<file path="config.mk">
export PLATFORM = sky130hd
export DESIGN_NAME = lamp_fpu_log_round
export DESIGN_NICKNAME = d
export VERILOG_FILES = /design/src/rtl/lampFPU_pkg.sv /design/src/rtl/lamp_fpu_round_core.sv /design/src/rtl/lamp_fpu_log_round.sv
export SDC_FILE = /design/constraint.sdc
export NUM_CORES = 1
export LEC_CHECK = 0
export ABC_AREA = 1
export CAP_MARGIN = 30
export CORE_ASPECT_RATIO = 1.1
export CORE_MARGIN = 3
export CORE_UTILIZATION = 44
export DETAILED_ROUTE_END_ITERATION = 16
export PLACE_DENSITY = 0.86
export SETUP_SLACK_MARGIN = 0.1
export SYNTH_ARGS = -nofsm -noshare
export SYNTH_HDL_FRONTEND = slang
export SYNTH_SLANG_ARGS = --single-unit
</file>
<file path="constraint.sdc">
create_clock -name clk -period 1.4 [get_ports clk]
set_input_delay 0.28 -clock clk [delete_from_list [all_inputs] [get_ports clk]]
set_output_delay 0.28 -clock clk [all_outputs]
set_load 0.02 [all_outputs]
</file>
<file path="src/rtl/lampFPU_pkg.sv">
// Shared bfloat16 widths, canonical NaN and packed exception-flag type for the log datapath.
package lampFPU_pkg;

  localparam int LAMP_FLOAT_S_DW = 1;
  localparam int LAMP_FLOAT_E_DW = 8;
  localparam int LAMP_FLOAT_F_DW = 7;
  localparam int LAMP_FLOAT_DW   = LAMP_FLOAT_S_DW + LAMP_FLOAT_E_DW + LAMP_FLOAT_F_DW;

  localparam logic [LAMP_FLOAT_DW-1:0] LAMP_CANON_NAN = 16'h7FC0;

  typedef struct packed {
    logic ovf;
    logic unf;
    logic inx;
  } lampLogFlags_t;

endpackage

</file>
<file path="src/rtl/lamp_fpu_round_core.sv">
// Combinational round-to-fraction and special-result select for the log result path.
module lamp_fpu_round_core
  import lampFPU_pkg::*;
#(
  parameter logic [LAMP_FLOAT_DW-1:0] CANON_NAN = LAMP_CANON_NAN
) (
  input  logic [LAMP_FLOAT_S_DW-1:0] s_i,
  input  logic [LAMP_FLOAT_E_DW-1:0] e_i,
  input  logic [LAMP_FLOAT_F_DW-1:0] f_i,
  input  logic                       isToRound_i,
  input  logic                       isOverflow_i,
  input  logic                       isUnderflow_i,
  input  logic                       isNaN_i,
  input  logic                       isInf_i,
  input  logic                       isZ_i,
  output logic [LAMP_FLOAT_S_DW-1:0] s_o,
  output logic [LAMP_FLOAT_E_DW-1:0] e_o,
  output logic [LAMP_FLOAT_F_DW-1:0] f_o,
  output lampLogFlags_t              flags_o
);

  logic [LAMP_FLOAT_F_DW:0]   sum;
  logic                       carry;
  logic [LAMP_FLOAT_E_DW-1:0] e_rnd;
  logic [LAMP_FLOAT_F_DW-1:0] f_rnd;

  // Rounding carry out of the fraction bumps the exponent and leaves a zero fraction.
  assign sum   = {1'b0, f_i} + {{LAMP_FLOAT_F_DW{1'b0}}, isToRound_i};
  assign carry = sum[LAMP_FLOAT_F_DW];
  assign f_rnd = carry ? '0 : sum[LAMP_FLOAT_F_DW-1:0];
  assign e_rnd = e_i + {{(LAMP_FLOAT_E_DW-1){1'b0}}, carry};

  always_comb begin
    s_o     = s_i;
    e_o     = e_rnd;
    f_o     = f_rnd;
    flags_o = '0;
    if (isNaN_i) begin
      s_o = CANON_NAN[LAMP_FLOAT_DW-1];
      e_o = CANON_NAN[LAMP_FLOAT_DW-2:LAMP_FLOAT_F_DW];
      f_o = CANON_NAN[LAMP_FLOAT_F_DW-1:0];
    end else if (isInf_i) begin
      e_o = '1;
      f_o = '0;
    end else if (isOverflow_i || (&e_rnd)) begin
      e_o         = '1;
      f_o         = '0;
      flags_o.ovf = 1'b1;
      flags_o.inx = 1'b1;
    end else if (isUnderflow_i) begin
      e_o         = '0;
      f_o         = '0;
      flags_o.unf = 1'b1;
      flags_o.inx = 1'b1;
    end else if (isZ_i) begin
      e_o = '0;
      f_o = '0;
    end else begin
      flags_o.inx = isToRound_i;
    end
  end

endmodule

</file>
<file path="src/rtl/lamp_fpu_log_round.sv">
// Two-stage rounding/packing tail of the log unit with valid/ready flow control.
// Optional sticky exception flags enabled by LAMP_LOG_ROUND_FLAGS_EN.
module lamp_fpu_log_round
  import lampFPU_pkg::*;
#(
  parameter logic [LAMP_FLOAT_DW-1:0] CANON_NAN = LAMP_CANON_NAN
) (
  input  logic                       clk,
  input  logic                       rst,
  input  logic                       valid_i,
  output logic                       ready_o,
  input  logic [LAMP_FLOAT_S_DW-1:0] s_i,
  input  logic [LAMP_FLOAT_E_DW-1:0] e_i,
  input  logic [LAMP_FLOAT_F_DW-1:0] f_i,
  input  logic                       isToRound_i,
  input  logic                       isOverflow_i,
  input  logic                       isUnderflow_i,
  input  logic                       isNaN_i,
  input  logic                       isInf_i,
  input  logic                       isZ_i,
  output logic                       valid_o,
  input  logic                       ready_i,
  output logic [LAMP_FLOAT_DW-1:0]   res_o,
  output logic                       overflow_o,
  output logic                       underflow_o,
  output logic                       inexact_o,
  input  logic                       clear_flags_i,
  output logic [2:0]                 flags_o
);

  logic [1:0] vld_pipe_q;  // [0] = S1 occupied, [1] = S2 occupied
  logic       adv_s1, adv_s2;

  logic [LAMP_FLOAT_S_DW-1:0] rnd_s, s1_s_q;
  logic [LAMP_FLOAT_E_DW-1:0] rnd_e, s1_e_q;
  logic [LAMP_FLOAT_F_DW-1:0] rnd_f, s1_f_q;
  lampLogFlags_t              rnd_flags, s1_flags_q, s2_flags_q;
  logic [LAMP_FLOAT_DW-1:0]   res_d, res_q;

  assign adv_s2  = !vld_pipe_q[1] || ready_i;
  assign adv_s1  = !vld_pipe_q[0] || adv_s2;
  assign ready_o = adv_s1;
  assign res_d   = {s1_s_q, s1_e_q, s1_f_q};

  lamp_fpu_round_core #(.CANON_NAN(CANON_NAN)) u_core (
    .s_i          (s_i),
    .e_i          (e_i),
    .f_i          (f_i),
    .isToRound_i  (isToRound_i),
    .isOverflow_i (isOverflow_i),
    .isUnderflow_i(isUnderflow_i),
    .isNaN_i      (isNaN_i),
    .isInf_i      (isInf_i),
    .isZ_i        (isZ_i),
    .s_o          (rnd_s),
    .e_o          (rnd_e),
    .f_o          (rnd_f),
    .flags_o      (rnd_flags)
  );

  always_ff @(posedge clk or negedge rst) begin
    if (!rst) begin
      vld_pipe_q <= '0;
      s1_s_q     <= '0;
      s1_e_q     <= '0;
      s1_f_q     <= '0;
      s1_flags_q <= '0;
      res_q      <= '0;
      s2_flags_q <= '0;
    end else begin
      if (adv_s1) begin
        vld_pipe_q[0] <= valid_i;
        if (valid_i) begin
          s1_s_q     <= rnd_s;
          s1_e_q     <= rnd_e;
          s1_f_q     <= rnd_f;
          s1_flags_q <= rnd_flags;
        end
      end
      // Output registers only move when the consumer has taken the current result.
      if (adv_s2) begin
        vld_pipe_q[1] <= vld_pipe_q[0];
        if (vld_pipe_q[0]) begin
          res_q      <= res_d;
          s2_flags_q <= s1_flags_q;
        end
      end
    end
  end

  assign valid_o     = vld_pipe_q[1];
  assign res_o       = res_q;
  assign overflow_o  = s2_flags_q.ovf;
  assign underflow_o = s2_flags_q.unf;
  assign inexact_o   = s2_flags_q.inx;

`ifdef LAMP_LOG_ROUND_FLAGS_EN
  lampLogFlags_t sticky_d, sticky_q;

  // A flag raised by a delivered result survives a same-cycle clear.
  assign sticky_d = (clear_flags_i ? lampLogFlags_t'('0) : sticky_q)
                  | ((valid_o && ready_i) ? s2_flags_q : lampLogFlags_t'('0));

  always_ff @(posedge clk or negedge rst) begin
    if (!rst) sticky_q <= '0;
    else      sticky_q <= sticky_d;
  end

  assign flags_o = sticky_q;
`else
  logic unused_clear;
  assign unused_clear = clear_flags_i;
  assign flags_o      = '0;
`endif

endmodule

</file>
# Word level (Yosys, flattened, before mapping)
# Index checks and enable logic that the tools add are counted.
# classes
eq_ne	0
addsub	2
shifts	0
n_mux	20
div	0
n_bitwise	0
multipliers	0
magnitude_cmp	0
n_reduce_logical	8
# op_table
operator	count
$mux 7	6
$mux 8	5
$add 7x1->8	1
$add 8x1->8	1
$reduce_and 8->1	1
$mux 1	7
$mux 3	2
$reduce_and 2->1	2
$logic_or 1x1->1	3
$logic_not 1->1	2
# word_totals
ram_bits	0
wordCells	42
memories	0
latchBits	0
input_bits	27
register_bits	40
romBits	0

# Longest topological paths before layout
# Gate-level depths: netlist of the first run.
# logic_depth
ltp_word	7
mapped_depth	16
depth_no_buf	16

# Modules after synthesis
# Synthesis of the first run repeated with hierarchy kept, for this count alone.
# hier_totals
hier_cells	288
area_unflattened_um2	2207.1
# by_module_without_submodules
module	instances	area_each_um2	cells_per_inst
lamp_fpu_log_round	1	1611.5	177
lamp_fpu_round_core	1	595.6	111

# Least setup slack after synthesis of the first run
# Ideal clock, no wire load.
# synth_path
path_type	input port to flip-flop
startpoint	input f_i[0]
endpoint	register s1_e_q[4]
required_time_ns	1.284
n_path_buf	1
cell_stages	13
path_slack_ns	-0.598
setup_ns	0.116
arrival_ns	1.882
cell_sequence	ha_1 -> nand3_1 -> nor2_1 -> ha_1 -> ha_1 -> nand3_2 -> xor2_1 -> nor2_2 -> nand2_2 -> nand2_4 -> buf_12 -> o21ai_2 -> inv_1
# synth_between
elab_chain_cells	7
# synth_lines
element	line	source
start, declared	lamp_fpu_log_round.sv:14	input logic [LAMP_FLOAT_F_DW-1:0] f_i,
$add 7x1->8 (*)	lamp_fpu_round_core.sv:28	assign sum = {1'b0, f_i} + {{LAMP_FLOAT_F_DW{1'b0}}, isToRound_i};
$add 8x1->8 (*)	lamp_fpu_round_core.sv:31	assign e_rnd = e_i + {{(LAMP_FLOAT_E_DW-1){1'b0}}, carry};
$reduce_and 8->1 / $mux 8 (equally long branches)	lamp_fpu_round_core.sv:45, lamp_fpu_round_core.sv:55	
$logic_or 1x1->1 / $mux 8 (equally long branches)	lamp_fpu_round_core.sv:45, lamp_fpu_round_core.sv:50	
$mux 8 (*)	lamp_fpu_round_core.sv:45	end else if (isOverflow_i || (&e_rnd)) begin
$mux 8 (*)	lamp_fpu_round_core.sv:42	end else if (isInf_i) begin
$mux 8 (*)	lamp_fpu_round_core.sv:38	if (isNaN_i) begin
end signal, assigned	lamp_fpu_log_round.sv:75	s1_e_q <= rnd_e;
end, declared	lamp_fpu_log_round.sv:35	logic [LAMP_FLOAT_E_DW-1:0] rnd_e, s1_e_q;
# Mark *: on every way between the ends. The rest lies on a longest branch, timed or not.
# A chain may end at the register's enable or synchronous reset.

# Worst setup path after layout of the first run
# layout_path
startpoint	input e_i[1]
endpoint	register s1_e_q[6]
# layout_between
elab_chain_cells	6
# layout_lines
element	line	source
start, declared	lamp_fpu_log_round.sv:13	input logic [LAMP_FLOAT_E_DW-1:0] e_i,
$add 8x1->8 (*)	lamp_fpu_round_core.sv:31	
$reduce_and 8->1 / $mux 8 (equally long branches)	lamp_fpu_round_core.sv:45, lamp_fpu_round_core.sv:55	
$logic_or 1x1->1 / $mux 8 (equally long branches)	lamp_fpu_round_core.sv:45, lamp_fpu_round_core.sv:50	
$mux 8 (*)	lamp_fpu_round_core.sv:45	
$mux 8 (*)	lamp_fpu_round_core.sv:42	
$mux 8 (*)	lamp_fpu_round_core.sv:38	
# Marks and branches as above.

==> reports/metrics.csv, run 1 <==
stage,metric,value,unit
critical_path,reg2reg_from,vld_pipe_q[1],
worst_hold_path,hold_class,primary input to register,
yosys,yosys.area.top_type_share,48.3,%
sta,period_share,121,%
placed_design,numPortBuffers,46,
clock_network,clk_path_buf_depth,2,
finish,fillers,324,
sta,setup_violations,18,
critical_path,cp-start-kind,primary input,
placed_design,placed_cells,370,
yosys,yosysSeqAreaShare,48.3,%
sta,drv_slew,0,
yosys,ys_types,27,
critical_path,worstPathMaxFanout,3,
routing,avgViaCountPerCell,4.83,
floorplanning,core,4410,µm²
routing,wl_per_cell,12.6,µm
yosys,synth_area_leaders,"dfrtp_1 (48%), nand2_1 (12%), inv_1 (6.9%)",
yosys,ys.flop_type,dfrtp_1,
yosys,synth_warnings,0,
yosys,syn_area,2070,µm²
outcome,status,"finished, violations left",
yosys,syn_inst,249,
critical_path,worstSetupStartpoint,e_i[1],
power,ir_drop,410,µV
clock_network,clk_latency,0.28,ns
global_route,grt_max_degree,41,
sta,rsz0062_at_grt,true,
yosys,yosysMostFrequentCell,nand2_1,
floorplanning,rows,25,
routing,drc,0,
power,finalPower,3.02,mW
yosys,ys_ff_latch,40,
critical_path,cp.required,1.63,ns
clock_network,cts_root_buf,clkbuf_8,
job,maxCapViolCount,0,
critical_path,crit_slowest_cell,clkdlybuf4s50_1,
floorplanning,initial_core_util,47.0,%
clock_network,cts_buffers,5,
placed_design,dp_hpwl,3540,µm
finish,seqCellArea,1000,µm²
yosys,synth-async-reset-ratio,100,%
yosys,avgSynthCellArea,8.33,µm²
yosys,ys_top_cells_by_count,"nand2_1 (67), dfrtp_1 (40), inv_1 (38)",
global_route,grt_pass1_vias,1839,
routing,wirelength,4910,µm
worst_hold_path,hold_path.startpoint,f_i[0],
critical_path,cp_cell_sequence,"clkdlybuf4s50_1, ha_4, nand3_4, o21bai_4, nand2_2, buf_4, o21ai_0, o21ai_2, inv_1",
sta,min_period,1.70,ns
placed_design,routabilityCongestion,0.815,
critical_path,crit_type,primary input to register,
sta,skew,0.00225,ns
finish,multi_input_area,1040,µm²
global_route,grt_remaining_overflow,0,
sta,setup_slack,-0.300,ns
outcome,violations,setup timing,
sta,fmax,588,MHz
power,power_density,968,nW/µm²
global_route,antenna_found_initial,0,
floorplanning,die_x,71.5,µm
power,p_leak,1.53,nW
finish,n_antenna_cell,0,
routing,drt_iter0_drc,118,
critical_path,endpoint_kind,register,
finish,area_growth,50.4,%
finish,instances_no_fill,388,
clock_network,cts_tree,built,
critical_path,cpPeakStageDelay,0.56,ns
routing,dr.pass1.iters,4,
clock_network,cts_num_sinks,40,
sta,hold_viol,0,
yosys,synth-edff-count,0,
finish,nNetsFinal,365,
clock_network,cts.reportedPaths.clkPinSlew,0.07,ns
finish,drive_gt1_share,31.7,%
routing,postRouteAntennaNets,0,
floorplanning,io_pins,51,
clock_network,h-tree-depth,2,
floorplanning,die_h,78.0,µm
global_route,grt_pass1_wl,7990,µm
critical_path,arrival,1.93,ns
global_route,grt.total_usage,18.2,%
routing,vias,1873,
yosys,yosys.area.top_type,dfrtp_1,
floorplanning,dieArea,5570,µm²
metal layers:
layer	vias up	track usage, %	routed length (µm)
met4	0	9.21	108
met5	-	0	0
met3	9	3.89	253
li1	944	-	-
met2	55	31.1	2580
met1	865	21.1	1960
registers in the layout (all words and copies together), names as in the netlist:
name,flops
s1_s_q,1
vld_pipe_q,2
s1_f_q,7
overflow_o,1
underflow_o,1
s1_flags_q,3
inexact_o,1
res_o,16
s1_e_q,8
critical path: cells and delay by family:
family / cells / cell delay, ns
AND/OR/NAND/NOR: 2 / 0.19
buffers and inverters: 3 / 0.75
AO/OA/AOI/OAI: 3 / 0.52
adder cells (fa/ha/maj): 1 / 0.19
path summary, 6_finish.rpt:
check	slack, ns	end	cells past startpoint
hold reg to reg	0.48	res_o[14]	2
hold / removal	0.41	s1_f_q[0]	4
min in group asynchronous	0.51	res_o[0]	3
max in group asynchronous	0.69	vld_pipe_q[1]	3
setup reg to reg	-0.10	s1_e_q[6]	8
setup / recovery	-0.30	s1_e_q[6]	9
layout make-up:
| class | instances | area share [%] |
|---|---|---|
| flip-flops and latches | 40 | 32.1 |
| multi-input cells | 165 | 33.5 |
| clock buffers | 6 | 2.33 |
| repair buffers | 84 | 24.9 |
| well taps | 54 | 2.17 |
| inverters | 38 | 4.82 |
| clock inverters | 1 | 0.161 |
power by group:
group          leakage, nW  switching [mW]  internal, mW
registers            0.483          0.0767          1.31
clock network       0.0410           0.347         0.338
logic                 1.00           0.509         0.439
logic make-up after synthesis:
logic type                 count (synthesis)  synth area share, %
other                                      1                0.181
adders and majority gates                  4                 2.41
DFF                                       40                 48.3
AOI/OAI and AO/OA                         35                 10.0
and+or+nand+nor                          111                 23.8
muxes                                      6                 3.26
xor gates and xnor gates                   5                 2.11
buffers and inverters                     47                 9.90
placed cells by master, fill, tap and decap left out, types with 2 or more instances in the layout:
| master | instances |
|---|---|
| nand3_4 | 3 |
| clkbuf_8 | 5 |
| nand2_8 | 2 |
| buf_12 | 3 |
| xor2_1 | 3 |
| inv_2 | 2 |
| buf_2 | 3 |
| mux2_2 | 6 |
| nand2_4 | 3 |
| o21ai_1 | 3 |
| nor2_4 | 3 |
| dlygate4sd2_1 | 11 |
| o22ai_1 | 3 |
| nor2_2 | 4 |
| buf_6 | 8 |
| clkdlybuf4s50_1 | 13 |
| o21ai_0 | 18 |
| dlymetal6s2s_1 | 2 |
| o21ai_2 | 9 |
| nand2_2 | 9 |
| dfrtp_1 | 39 |
| clkdlybuf4s15_1 | 9 |
| ha_4 | 3 |
| nand3_1 | 10 |
| inv_1 | 34 |
| nor2_1 | 15 |
| nand2_1 | 60 |
| conb_1 | 3 |
| buf_4 | 32 |
what timing repair did:
action	CTS	global route
gates resized for setup	78	39
hold buffers	1	0
buffers inserted	1	8
cloned	1	0
pin swaps	11	10
endpoints found under the setup margin	40	36
endpoints found under the hold margin	40	0
stage by stage:
stage               worst slack, ns  setup TNS, ns  utilization, %  hold slack (ns)  cell area (µm²)
finish                       -0.300          -4.76            70.7            0.407             3120
global route                 -0.396          -6.36            70.7            0.422             3120
CTS                          -0.278          -4.15            67.0            0.402             2950
detailed placement            -1.13         -20.91            64.6            0.274             2850
global placement              -1.02         -18.92            64.6            0.260             2850
floorplan                    -0.399          -6.29               -          -0.0156             2160
Power figures use the tool's default switching activity.
==> inputs of run 2 (changes only) <==
- CTS_CLUSTER_DIAMETER: not set -> 30
- PLACE_DENSITY: 0.86 -> 0.75
==> run 2 against run 1 <==
  * Total power is 3.4% higher
  * First-iteration DRC count is 0.85% lower
  * Highest routed layer unchanged
  * Fmax down 1.1%
  * Register-to-register slack gained 0.04 ns
  * Largest power group unchanged
  * Clock skew up 0.0048 ns
  * Hold slack got worse by 0.027 ns
  * Die area stayed put
  * Routed wire length shrank 1.5%
  * The run still ends with setup timing left
  * Sequential share of layout area about the same
  * Non-clock buffer count rose by 4
==> reports/metrics.csv, run 2 (same netlist as run 1, synthesis figures left out) <==
stage,metric,value,unit,change
critical_path,worstSetupStartpoint,f_i[0],,was e_i[1]
sta,min_period,1.72,ns,was 1.70 ns
global_route,grt_pass1_vias,1845,,"was 1,839"
placed_design,numPortBuffers,46,,unchanged
finish,largest_reg_flops,16,,unchanged
clock_network,h-tree-depth,2,,unchanged
clock_network,cts.reportedPaths.clkPinSlew,0.07,ns,about the same
critical_path,endpoint_kind,register,,unchanged
power,p_leak,1.54,nW,was 1.53 nW
sta,holdWs,0.381,ns,was 0.407 ns
power,ir_drop,418,µV,was 410 µV
floorplanning,io_pins,51,,unchanged
global_route,grt_max_degree,25,,was 41
clock_network,cts_buffers,5,,unchanged
sta,setup_slack,-0.320,ns,was -0.300 ns
critical_path,cpPeakStageDelay,0.21,ns,was 0.56 ns
critical_path,crit_type,primary input to register,,unchanged
critical_path,cp-start-kind,primary input,,unchanged
critical_path,arrival,1.90,ns,was 1.93 ns
critical_path,cp.required,1.58,ns,was 1.63 ns
critical_path,worstPathMaxFanout,3,,unchanged
routing,drc,0,,unchanged
floorplanning,rows,25,,unchanged
worst_hold_path,hold_class,primary input to register,,unchanged
job,maxCapViolCount,0,,unchanged
finish,fillers,340,,was 324
floorplanning,dieArea,5570,µm²,unchanged
critical_path,rrSetupSlack,-0.06,ns,was -0.10 ns
finish,nNetsFinal,369,,was 365
global_route,grt_remaining_overflow,0,,unchanged
clock_network,cts_num_sinks,40,,unchanged
power,power_density,1000,nW/µm²,was 968 nW/µm²
routing,dr.pass1.iters,4,,unchanged
critical_path,crit_slowest_cell,xor2_2,,was clkdlybuf4s50_1
critical_path,cp-endpoint,s1_f_q[6],,was s1_e_q[6]
finish,area_growth,50.6,%,was 50.4%
finish,n_antenna_cell,0,,unchanged
routing,avgViaCountPerCell,4.75,,was 4.83
critical_path,critPathBufInv,2,,was 3
floorplanning,die_h,78.0,µm,unchanged
power,finalPower,3.12,mW,was 3.02 mW
routing,drt_iter0_drc,117,,was 118
routing,vias,1862,,"was 1,873"
placed_design,dp_hpwl,3500,µm,was 3540 µm
sta,fmax,581,MHz,was 588 MHz
routing,wirelength,4830,µm,was 4910 µm
sta,hold_viol,0,,unchanged
critical_path,crit_top_cell,ha_4,,
finish,mostFrequentLayoutCells,"nand2_1 (61), dfrtp_1 (39), buf_4 (38), inv_1 (34), nor2_1 (15)",,"was nand2_1 (60), dfrtp_1 (39), inv_1 (34), buf_4 (32), o21ai_0 (18)"
critical_path,reg2reg_depth,8,,unchanged
outcome,violations,setup timing,,unchanged
sta,skew,0.00703,ns,was 0.00225 ns
critical_path,critical_path_depth,13,,was 9
outcome,status,"finished, violations left",,unchanged
critical_path,reg2reg_from,vld_pipe_q[0],,was vld_pipe_q[1]
sta,setup_violations,18,,unchanged
finish,drive_gt1_share,33.7,%,was 31.7%
critical_path,cp_cell_sequence,"buf_8, ha_4, nand3_4, nor2_4, ha_4, ha_4, nand3_4, xor2_2, nor2_2, nand2_4, buf_4, nand3_2, a21oi_2",,"was clkdlybuf4s50_1, ha_4, nand3_4, o21bai_4, nand2_2, buf_4, o21ai_0, o21ai_2, inv_1"
global_route,grt.total_usage,19.0,%,was 18.2%
global_route,grt_pass1_wl,8360,µm,was 7990 µm
clock_network,clk_latency,0.29,ns,was 0.28 ns
clock_network,clk_path_buf_depth,2,,unchanged
clock_network,cts_root_buf,clkbuf_8,,unchanged
routing,wl_per_cell,12.3,µm,was 12.6 µm
critical_path,r2r_end,s1_e_q[5],,was s1_e_q[6]
clock_network,cts_tree,built,,unchanged
routing,postRouteAntennaNets,0,,unchanged
finish,layout_commonest_cell,nand2_1,,unchanged
critical_path,critPathTopFamily,simple AND/OR/NAND/NOR gates,,was buffers and inverters
floorplanning,core,4410,µm²,unchanged
global_route,antenna_found_initial,0,,unchanged
placed_design,routabilityCongestion,0.832,,was 0.815
floorplanning,initial_core_util,47.0,%,unchanged
floorplanning,die_x,71.5,µm,unchanged
sta,rsz0062_at_grt,true,,unchanged
sta,drv_slew,0,,unchanged
finish,post-route-util,70.8,%,was 70.7%
sta,period_share,123,%,was 121%
[run 2: cell types whose count changed in the layout (fill, tap and decap cells not counted), moves of 2 or more]
cell | previous run | this run
buf_4 | 32 | 38
buf_2 | 3 | 7
buf_6 | 8 | 4
o21ai_0 | 18 | 14
o21ai_1 | 3 | 7
o22ai_1 | 3 | 0
o22ai_2 | 0 | 3
buf_12 | 3 | 1
clkbuf_8 | 5 | 7
clkdlybuf4s50_1 | 13 | 11
dlygate4sd2_1 | 11 | 13
[run 2: routing by layer]
metal	GRT usage, %	vias up	part of all wire (%)
met3	3.37	6	4.8
li1	-	947	-
met4	9.21	0	1.9
met2	30.4	63	50
met5	0	-	0
met1	24.6	846	43
[run 2: worst min path at each step]
stage | slack (ns) | startpoint | end | cells after the start
global placement | 0.22 | rst | res_o[3] | 1
finish | 0.38 | isToRound_i | s1_flags_q[0] | 5
detailed placement | 0.23 | rst | res_o[2] | 1
CTS | 0.38 | isToRound_i | s1_flags_q[0] | 5
floorplan | -0.02 | rst | inexact_o | 0
global route | 0.41 | f_i[0] | s1_f_q[0] | 4
[run 2: final cells by class]
class,instances,area [µm²],share of cell area [%]
Multi-Input combinational cell,165,1050,33.5
Sequential cell,40,1000,32.1
Timing Repair Buffer,88,762,24.4
Inverter,38,148,4.73
Clock buffer,7,96.3,3.09
Tap cell,54,67.6,2.16
[run 2: worst min-delay path: stages]
cell and delay, ns:
buf_8 0.08, inv_1 0.03, nor2_1 0.07, o21ai_0 0.10, nand3_2 0.08
[run 2: report_power, final]
part           switching [mW]  internal (mW)
Sequential             0.0719           1.31
Clock                   0.369          0.438
Combinational           0.505          0.430
[run 2: metrics by stage]
stage / setup TNS, ns / worst slack [ns] / cells / cell area [µm²]
floorplan: -6.29 / -0.399 / 251 / 2160
global placement: -20.03 / -1.07 / 373 / 2860
detailed placement: -21.56 / -1.18 / 373 / 2860
CTS: -3.88 / -0.257 / 389 / 3030
global route: -6.30 / -0.396 / 392 / 3120
finish: -4.76 / -0.320 / 392 / 3120
[run 2: what timing repair did]
item	in CTS	in global routing
cloned	1	0
hold buffers	1	0
gates resized for setup	85	35
hold endpoints to repair	16	0
pin swaps	18	6
setup endpoints to repair	39	48
setup buffers	7	3
==> inputs of run 3 (changes only) <==
- CORE_UTILIZATION: 44 -> 45
- PLACE_DENSITY: 0.75 -> 0.76
- SYNTH_HIERARCHICAL: not set -> 1
==> run 3 against run 2 <==
  * Critical path depth up 5
  * Routed wire length fell by 0.41%
  * Total power grew 8.1%
  * Synthesized cell count up 16%
  * Count of clock-buffer cells in the layout did not move
  * Critical path type unchanged
  * Setup slack worse by 0.28 ns
  * Die area is 3.8% higher
  * Clock skew fell by 0.0021 ns
  * Critical endpoint is now s1_flags_q[0]
  * Sequential power up 3%
  * Fmax decreased by 14%
  * Synthesized area up 6.5%
  * The flow still finishes with violations (setup timing)
  * Combinational power rose by 1%
==> reports/metrics.csv, run 3 <==
stage,metric,value,unit,change
clock_network,cts_num_sinks,40,,unchanged
critical_path,crit_slowest_cell,o21bai_4,,was xor2_2
sta,fmax,499,MHz,was 581 MHz
yosys,yosysSeqAreaShare,45.4,%,was 48.3%
power,ir_drop,479,µV,was 418 µV
yosys,ys_top_cells_by_count,"nand2_1 (112), nand3_1 (45), dfrtp_1 (40)",,"was nand2_1 (67), dfrtp_1 (40), inv_1 (38)"
global_route,grt.total_usage,18.0,%,was 19.0%
clock_network,clk_latency,0.29,ns,about the same
global_route,antenna_found_initial,0,,unchanged
clock_network,cts.reportedPaths.clkPinSlew,0.07,ns,about the same
routing,wl_per_cell,11.5,µm,was 12.3 µm
finish,mostFrequentLayoutCells,"nand2_1 (108), nand3_1 (43), dfrtp_1 (40), buf_4 (32), clkdlybuf4s50_1 (15)",,"was nand2_1 (61), dfrtp_1 (39), buf_4 (38), inv_1 (34), nor2_1 (15)"
clock_network,cts_root_buf,clkbuf_8,,unchanged
sta,period_share,143,%,was 123%
routing,postRouteAntennaNets,0,,unchanged
outcome,violations,setup timing,,unchanged
finish,drive_gt1_share,23.4,%,was 33.7%
yosys,ys_types,22,,was 27
outcome,status,"finished, violations left",,unchanged
floorplanning,initial_core_util,47.1,%,was 47.0%
critical_path,critPathTopFamily,simple AND/OR/NAND/NOR gates,,unchanged
critical_path,rrSetupSlack,0.22,ns,was -0.06 ns
finish,post-route-util,67.5,%,was 70.8%
yosys,syn_area,2210,µm²,was 2070 µm²
critical_path,endpoint_kind,register,,unchanged
floorplanning,die_h,79.5,µm,was 78.0 µm
yosys,yosys.area.top_type,dfrtp_1,,unchanged
global_route,grt_pass1_wl,8350,µm,was 8360 µm
critical_path,crit_type,primary input to register,,unchanged
critical_path,cp-start-kind,primary input,,unchanged
sta,hold_viol,0,,unchanged
placed_design,dp_hpwl,3630,µm,was 3500 µm
global_route,grt_remaining_overflow,0,,unchanged
sta,min_period,2.00,ns,was 1.72 ns
yosys,ys_ff_latch,40,,unchanged
floorplanning,rows,26,,was 25
worst_hold_path,hold_class,primary input to async pin,,was primary input to register
floorplanning,die_x,72.8,µm,was 71.5 µm
placed_design,routabilityCongestion,0.898,,was 0.832
sta,setup_violations,18,,unchanged
routing,avgViaCountPerCell,4.91,,was 4.75
sta,rsz0062_at_grt,true,,unchanged
finish,instances_no_fill,419,,was 392
routing,vias,2057,,"was 1,862"
floorplanning,core,4680,µm²,was 4410 µm²
sta,skew,0.00492,ns,was 0.00703 ns
power,finalPower,3.37,mW,was 3.12 mW
job,maxCapViolCount,0,,unchanged
yosys,synth-edff-count,0,,unchanged
placed_design,numPortBuffers,46,,unchanged
yosys,yosys.area.top_type_share,45.4,%,was 48.3%
critical_path,reg2reg_from,vld_pipe_q[1],,was vld_pipe_q[0]
placed_design,placed_cells,402,,was 373
critical_path,crit_top_cell,ha_4,,unchanged
critical_path,reg2reg_depth,6,,was 8
yosys,ys.flop_type,dfrtp_1,,unchanged
critical_path,arrival,2.24,ns,was 1.90 ns
clock_network,h-tree-depth,2,,unchanged
routing,drt_iter0_drc,91,,was 117
routing,drc,0,,unchanged
finish,nNetsFinal,393,,was 369
critical_path,r2r_end,s1_flags_q[0],,was s1_e_q[5]
critical_path,cp.required,1.63,ns,was 1.58 ns
yosys,yosysMostFrequentCell,nand2_1,,unchanged
finish,area_growth,43.4,%,was 50.6%
yosys,synth_area_leaders,"dfrtp_1 (45%), nand2_1 (19%), nand3_1 (10%)",,"was dfrtp_1 (48%), nand2_1 (12%), inv_1 (6.9%)"
sta,drv_slew,0,,unchanged
critical_path,cpPeakStageDelay,0.19,ns,was 0.21 ns
clock_network,clk_path_buf_depth,2,,unchanged
routing,dr.pass1.iters,4,,unchanged
global_route,grt_pass1_vias,1998,,"was 1,845"
yosys,synth-async-reset-ratio,100,%,unchanged
power,p_leak,1.63,nW,was 1.54 nW
yosys,synth_warnings,6,,was 0
floorplanning,io_pins,51,,unchanged
yosys,syn_inst,288,,was 249
floorplanning,dieArea,5780,µm²,was 5570 µm²
clock_network,cts_buffers,5,,unchanged
critical_path,cp_cell_sequence,"buf_8, ha_4, nand3_4, nor2_4, nand4_1, inv_2, ha_4, ha_4, nand3_4, o21bai_4, nand2_2, nor2_2, nand3_2, nand2_4, nand2_2, nand2_1, nand3_1, nand2_1",,"was buf_8, ha_4, nand3_4, nor2_4, ha_4, ha_4, nand3_4, xor2_2, nor2_2, nand2_4, buf_4, nand3_2, a21oi_2"
finish,layout_commonest_cell,nand2_1,,unchanged
finish,n_antenna_cell,0,,unchanged
sta,setup_slack,-0.603,ns,was -0.320 ns
finish,largest_reg_flops,16,,unchanged
critical_path,critPathBufInv,2,,unchanged
global_route,grt_max_degree,26,,was 25
power,power_density,1070,nW/µm²,was 1000 nW/µm²
clock_network,cts_tree,built,,unchanged
critical_path,worstPathMaxFanout,7,,was 3
routing,wirelength,4810,µm,was 4830 µm
yosys,avgSynthCellArea,7.66,µm²,was 8.33 µm²
[run 3: changes by cell type in the layout (fill, tap and decap cells not counted), moves of 7 or more]
cell | previous run | this run
nand2_1 | 61 | 108
nand3_1 | 9 | 43
inv_1 | 34 | 12
o21ai_0 | 14 | 1
nand4_1 | 1 | 11
o21ai_2 | 9 | 0
o21ai_1 | 7 | 0
[run 3: worst max path at each step]
stage | start | to | slack [ns] | cells after the start
2_1_floorplan | f_i[0] | s1_f_q[6] | -0.65 | 19
3_5_place_dp | isToRound_i | s1_flags_q[0] | -1.37 | 20
3_3_place_gp | isToRound_i | s1_e_q[2] | -1.23 | 18
4_1_cts | isToRound_i | s1_flags_q[1] | -0.51 | 20
6_report | isToRound_i | s1_flags_q[0] | -0.60 | 18
5_1_grt | isToRound_i | s1_e_q[6] | -0.75 | 19
[run 3: cell type report]
cell class                      instances  area (µm²)
Inverter                               16        60.1
Clock buffer                            7        96.3
Clock inverter                          1        30.0
Timing Repair Buffer                   83         753
Tap cell                               56        70.1
Fill cell                             422        1520
Multi-Input combinational cell        216        1150
Sequential cell                        40        1000
[run 3: per-layer routing]
layer	vias up	GRT usage (%)	part of all wire, %
li1	1070	-	-
met5	-	0	0
met3	4	3.27	4.2
met2	51	31.9	49
met4	0	6.46	1.0
met1	932	21.6	45
[run 3: where the power goes]
| group | leakage (nW) | internal, mW | switching [mW] |
|---|---|---|---|
| Combinational | 1.06 | 0.408 | 0.538 |
| Clock | 0.0645 | 0.628 | 0.380 |
| Sequential | 0.507 | 1.33 | 0.0924 |
[run 3: per-stage QoR]
stage / worst slack, ns / hold slack, ns / TNS [ns] / area [µm²]
after detailed placement: -1.37 / 0.219 / -24.84 / 2890
final: -0.603 / 0.432 / -10.06 / 3160
after global placement: -1.23 / 0.212 / -22.62 / 2890
after global routing: -0.753 / 0.457 / -12.72 / 3160
after CTS: -0.514 / 0.437 / -8.60 / 3050
after floorplan: -0.651 / -0.0156 / -10.76 / 2260
[run 3: logic make-up (layout without fill, tap and decap cells)]
logic type	Yosys count	after routing	synth area share, %
xor+xnor	4	4	1.59
simple gates	201	201	40.8
buf+inv	34	107	8.28
compound gates	4	4	1.59
fa+ha+maj	4	4	2.27
flops	40	40	45.4
other cells	1	3	0.170
[run 3: timing repair]
action	4_1_cts	5_1_grt
buffers inserted	3	5
setup endpoints to repair	40	34
pin swaps	12	24
hold buffers	1	0
endpoints found under the hold margin	15	0
gates resized for setup	65	32
==> variant 1 (config.mk and constraints of run 1) <==
Put a register stage on the outputs `overflow_o` and `underflow_o`. The values now appear one clock later. The other outputs are not delayed to match.
--- a/src/rtl/lamp_fpu_log_round.sv
+++ b/src/rtl/lamp_fpu_log_round.sv
@@ -92,4 +92,6 @@
   assign res_o       = res_q;
-  assign overflow_o  = s2_flags_q.ovf;
-  assign underflow_o = s2_flags_q.unf;
+  always_ff @(posedge clk) begin
+    overflow_o  <= s2_flags_q.ovf;
+    underflow_o <= s2_flags_q.unf;
+  end
   assign inexact_o   = s2_flags_q.inx;
Formal check against the unedited RTL: not equivalent (a bounded check fails within 4 cycles, from zero or initial values and one cycle with rst low).
==> variant 1 against run 1 <==
The run still ends with negative setup slack left. Total power is 5.3% higher. Cell area is 0.40% lower. Sequential cell count rose by 2. Worst setup slack gained 0.037 ns. Clock skew increased by 0.0022 ns. Area after synthesis up 1.9%. Synthesized cell count increased by 0.80%. Routed wire length grew 1.4%. Final cell count is 0.52% lower.
==> variant 1: results (changes against run 1) <==
delay-heaviest family, CP simple AND/OR/NAND/NOR gates; dpl cell area 2880 um^2 (+1.1%); crit path setup slack, layout -0.263 ns (+0.0370 ns); Clock Sinks 42 (+5.0%); Crit. Startpoint isToRound_i; Syn Inst Count 251 (+0.80%); WL final 4.98 mm (+1.4%); fill count 345 (+6.5%); Metal-1 WL 2.02 mm (+3.2%); PostCTS Resize Cnt 82 (+5.1%); sequential cell area share 33.6% (+1.4 points); Final Wtd Congestion 0.873 (+7.1%); CP max FO 7 (+4); outcome complete, but fails checks; Clock-cell share 2.94% (+0.45 points); flop2flop setup slack -0.08 ns (+0.02 ns); Non-clk bufs 79 (-6.0%); post-synth cell types 28 (+3.7%); Area-dominant class sequential cells; wire per inst 12.9 um (+2.0%); Lkg Pwr 1.52 nW (-0.62%); routed wl met3 180 um (-29%); global-route wire length before repair 8.40 mm (+5.1%); failing checks negative setup slack; half-perimeter wire length after placement 3.69 mm (+4.2%); Hold Crit Class in -> async; commonest cells in the netlist nand2_1, dfrtp_1, inv_1, o21ai_0, nor2_1; skew final 0.00447 ns (+0.00222 ns); critical path endpoint s1_e_q[4]; sequential element share of the synthesized area 49.3% (+0.98 points); R2R cell count 9 (+1); total negative slack -4.25 ns (+0.510 ns); slowest cell on the critical path ha_4; Worst EP arrival 1.84 ns (-0.09 ns); Setup Buffers After CTS 4 (+3); Final Total Pwr 3.18 mW (+5.3%); Tot GR Track Use 18.9% (+0.74 points); DR vias/cell 4.95 (+2.6%); Final Hold Slack 0.0278 ns (-0.380 ns); GRT met1 Usage 20.8% (-0.38 points); share of post-route cells with drive strength above 1 31.6% (-0.11 points); Worst VDD drop 0.466 mV (+14%); Final nets 362 (-0.82%); top cells by area, synth dfrtp_1, nand2_1, inv_1; vias in the first global route 1906 (+3.6%); Non-clock buffer share 23.1% (-1.8 points); WL met2 2.66 mm (+3.0%); met3 Use GR 3.59% (-0.30 points); met2 Usage GRT 34.6% (+3.5 points); Setup Viol. Count Final 18 (unchanged); area of the multi-input gates 1040 um^2 (-0.36%); P_clk 0.789 mW (+15%); initial drt markers 63 (-47%); worst r2r src vld_pipe_q[0]; Placed Cells 371 (+0.27%)
## variant 1: changes by cell type in the layout (fill, tap and decap cells not counted), moves of 2 or more
cell	change
clkdlybuf4s15_1	+3
buf_6	-4
buf_2	+2
dlygate4sd2_1	-2
o21ai_0	-7
clkdlybuf4s15_2	+2
o21ai_1	+6
buf_4	-2
dfxtp_1	+2
## variant 1: kinds of logic (layout without fill, tap and decap cells)
| logic type | after synthesis | in the layout | synth area share (%) |
|---|---|---|---|
| AND/OR/NAND/NOR | 111 | 112 | 23.4 |
| multiplexers | 6 | 6 | 3.20 |
| XOR/XNOR | 5 | 5 | 2.07 |
| other | 1 | 3 | 0.177 |
| AO/OA/AOI/OAI | 35 | 35 | 9.83 |
| adder cells (fa/ha/maj) | 4 | 4 | 2.37 |
| buffers and inverters | 47 | 125 | 9.71 |
| flip-flops | 42 | 42 | 49.3 |
==> variant 2 (settings of run 1) <==
Without the edit above. The package constant `LAMP_FLOAT_F_DW` goes from 7 to 14.
--- a/src/rtl/lampFPU_pkg.sv
+++ b/src/rtl/lampFPU_pkg.sv
@@ -5,3 +5,3 @@
   localparam int LAMP_FLOAT_E_DW = 8;
-  localparam int LAMP_FLOAT_F_DW = 7;
+  localparam int LAMP_FLOAT_F_DW = 14;
   localparam int LAMP_FLOAT_DW   = LAMP_FLOAT_S_DW + LAMP_FLOAT_E_DW + LAMP_FLOAT_F_DW;
Ports: changed (resized f_i and res_o); port bits go from 51 to 65. The function was not compared with the original's and may differ.
==> variant 2 against run 1 <==
The flow still finishes with violations (negative setup slack). Final cell count grew 43%. Die area grew 34%. First-iteration DRC count grew 5.9%. Cell area grew 42%. Routed wire length grew 83%. Worst setup slack lost 0.44 ns. Area after synthesis grew 37%. Total power grew 50%. Count of clock-buffer cells in the layout shrank 1. Clock power grew 55%. Sequential cell count grew 14.
==> variant 2: results (changes against run 1) <==
outcome complete, but fails checks; failing checks negative setup slack; Worst VDD drop 0.896 mV (+120%); Synth Area in Compound Gates 8.48% (-1.5 points); flop2flop setup slack 0.03 ns (+0.13 ns); Worst EP arrival 2.38 ns (+0.45 ns); commonest cells in the netlist nand2_1, dfrtp_1, inv_1, nor2_1, o21ai_0; Syn Inst Count 348 (+40%); Crit. Startpoint isToRound_i; Worst path max stage delay 0.16 ns (-0.40 ns); initial drt markers 125 (+5.9%); IO buf count 60 (+30%); met3 Use GR 2.79% (-1.1 points); vias in the first global route 2850 (+55%); power share of the clock group 23.4% (+0.7 points); crit path setup slack, layout -0.741 ns (-0.440 ns); Final nets 512 (+40%); Final Wtd Congestion 0.859 (+5.4%); hold_sp isToRound_i; routed wl met3 435 um (+72%); Setup WS pre-CTS -1.49 ns (-0.359 ns); dpl cell area 3930 um^2 (+38%); met2 Usage GRT 40.2% (+9.1 points); WL met2 4.90 mm (+90%); Metal-1 WL 3.25 mm (+66%); later-pin clock latency in the skew report 0.32 ns (+0.04 ns); skew final 0.0123 ns (+0.0101 ns); number of flip-flops in the largest register 23 (+7); total negative slack -16.92 ns (-12.16 ns); DR vias/cell 5.23 (+8.3%); Final Hold Slack 0.415 ns (+0.00767 ns); GRT met1 Usage 25.9% (+4.8 points); mux cell area share after synthesis 5.54% (+2.3 points); Setup Viol. Count Final 25 (+7); Post-Syn Area 2850 um^2 (+37%); WL final 8.98 mm (+83%); adder and majority cell fraction of the synthesized area 1.76% (-0.66 points); CP max FO 2 (-1); slowest cell on the critical path ha_4; Tot GR Track Use 22.2% (+4.0 points); Lkg Pwr 2.11 nW (+38%); PwrDens 1020 nW/um^2 (+5.7%); Main synth FF type dfrtp_1; CTS root buf clkbuf_8; critical path endpoint s1_f_q[3]; Placed Cells 518 (+40%); hold path endpoint s1_f_q[0]; global-route wire length before repair 13.0 mm (+63%); switching share of power 33.3% (+2.4 points); sequential element share of the synthesized area 47.5% (-0.83 points); Synth Area in XOR/XNOR 1.54% (-0.57 points); share of post-route cells with drive strength above 1 37.1% (+5.3 points); sequential cell power 1.98 mW (+43%); top cells by area, synth dfrtp_1, nand2_1, inv_1; half-perimeter wire length after placement 5.28 mm (+49%); pin count of the biggest net entering global routing 55 (+34%); post-synth cell types 27 (unchanged); wire per inst 16.2 um (+28%)
variant 2: cell types whose count changed in the layout (fill, tap and decap cells not counted), sizes merged, moves of 11 or more:
cell	before	now
buf	47	68
dfrtp	40	54
nand3	14	25
nand2	74	95
nor2	22	40
clkbuf	7	25
variant 2: layout make-up:
cell class	count	area [um^2]
inverter	45	184
timing repair inverter	1	8.76
clock buffer	5	68.8
sequential	54	1350
clock inverter	3	43.8
multi-input combinational	242	1570
tap	80	100
timing repair buffer	125	1110
fill	452	1800
variant 2: repair_timing:
action,4_1_cts,5_1_grt
pin swaps,18,14
hold buffers,1,0
setup endpoints to repair,54,67
endpoints found under the hold margin,54,0
gates resized for setup,120,49
gates cloned,3,3
setup buffers,15,7
variant 2: critical path, delay by kind of cell:
kind | cells | cell delay (ns)
compound gates | 1 | 0.14
buf+inv | 10 | 1.17
simple gates | 5 | 0.48
fa+ha+maj | 2 | 0.32
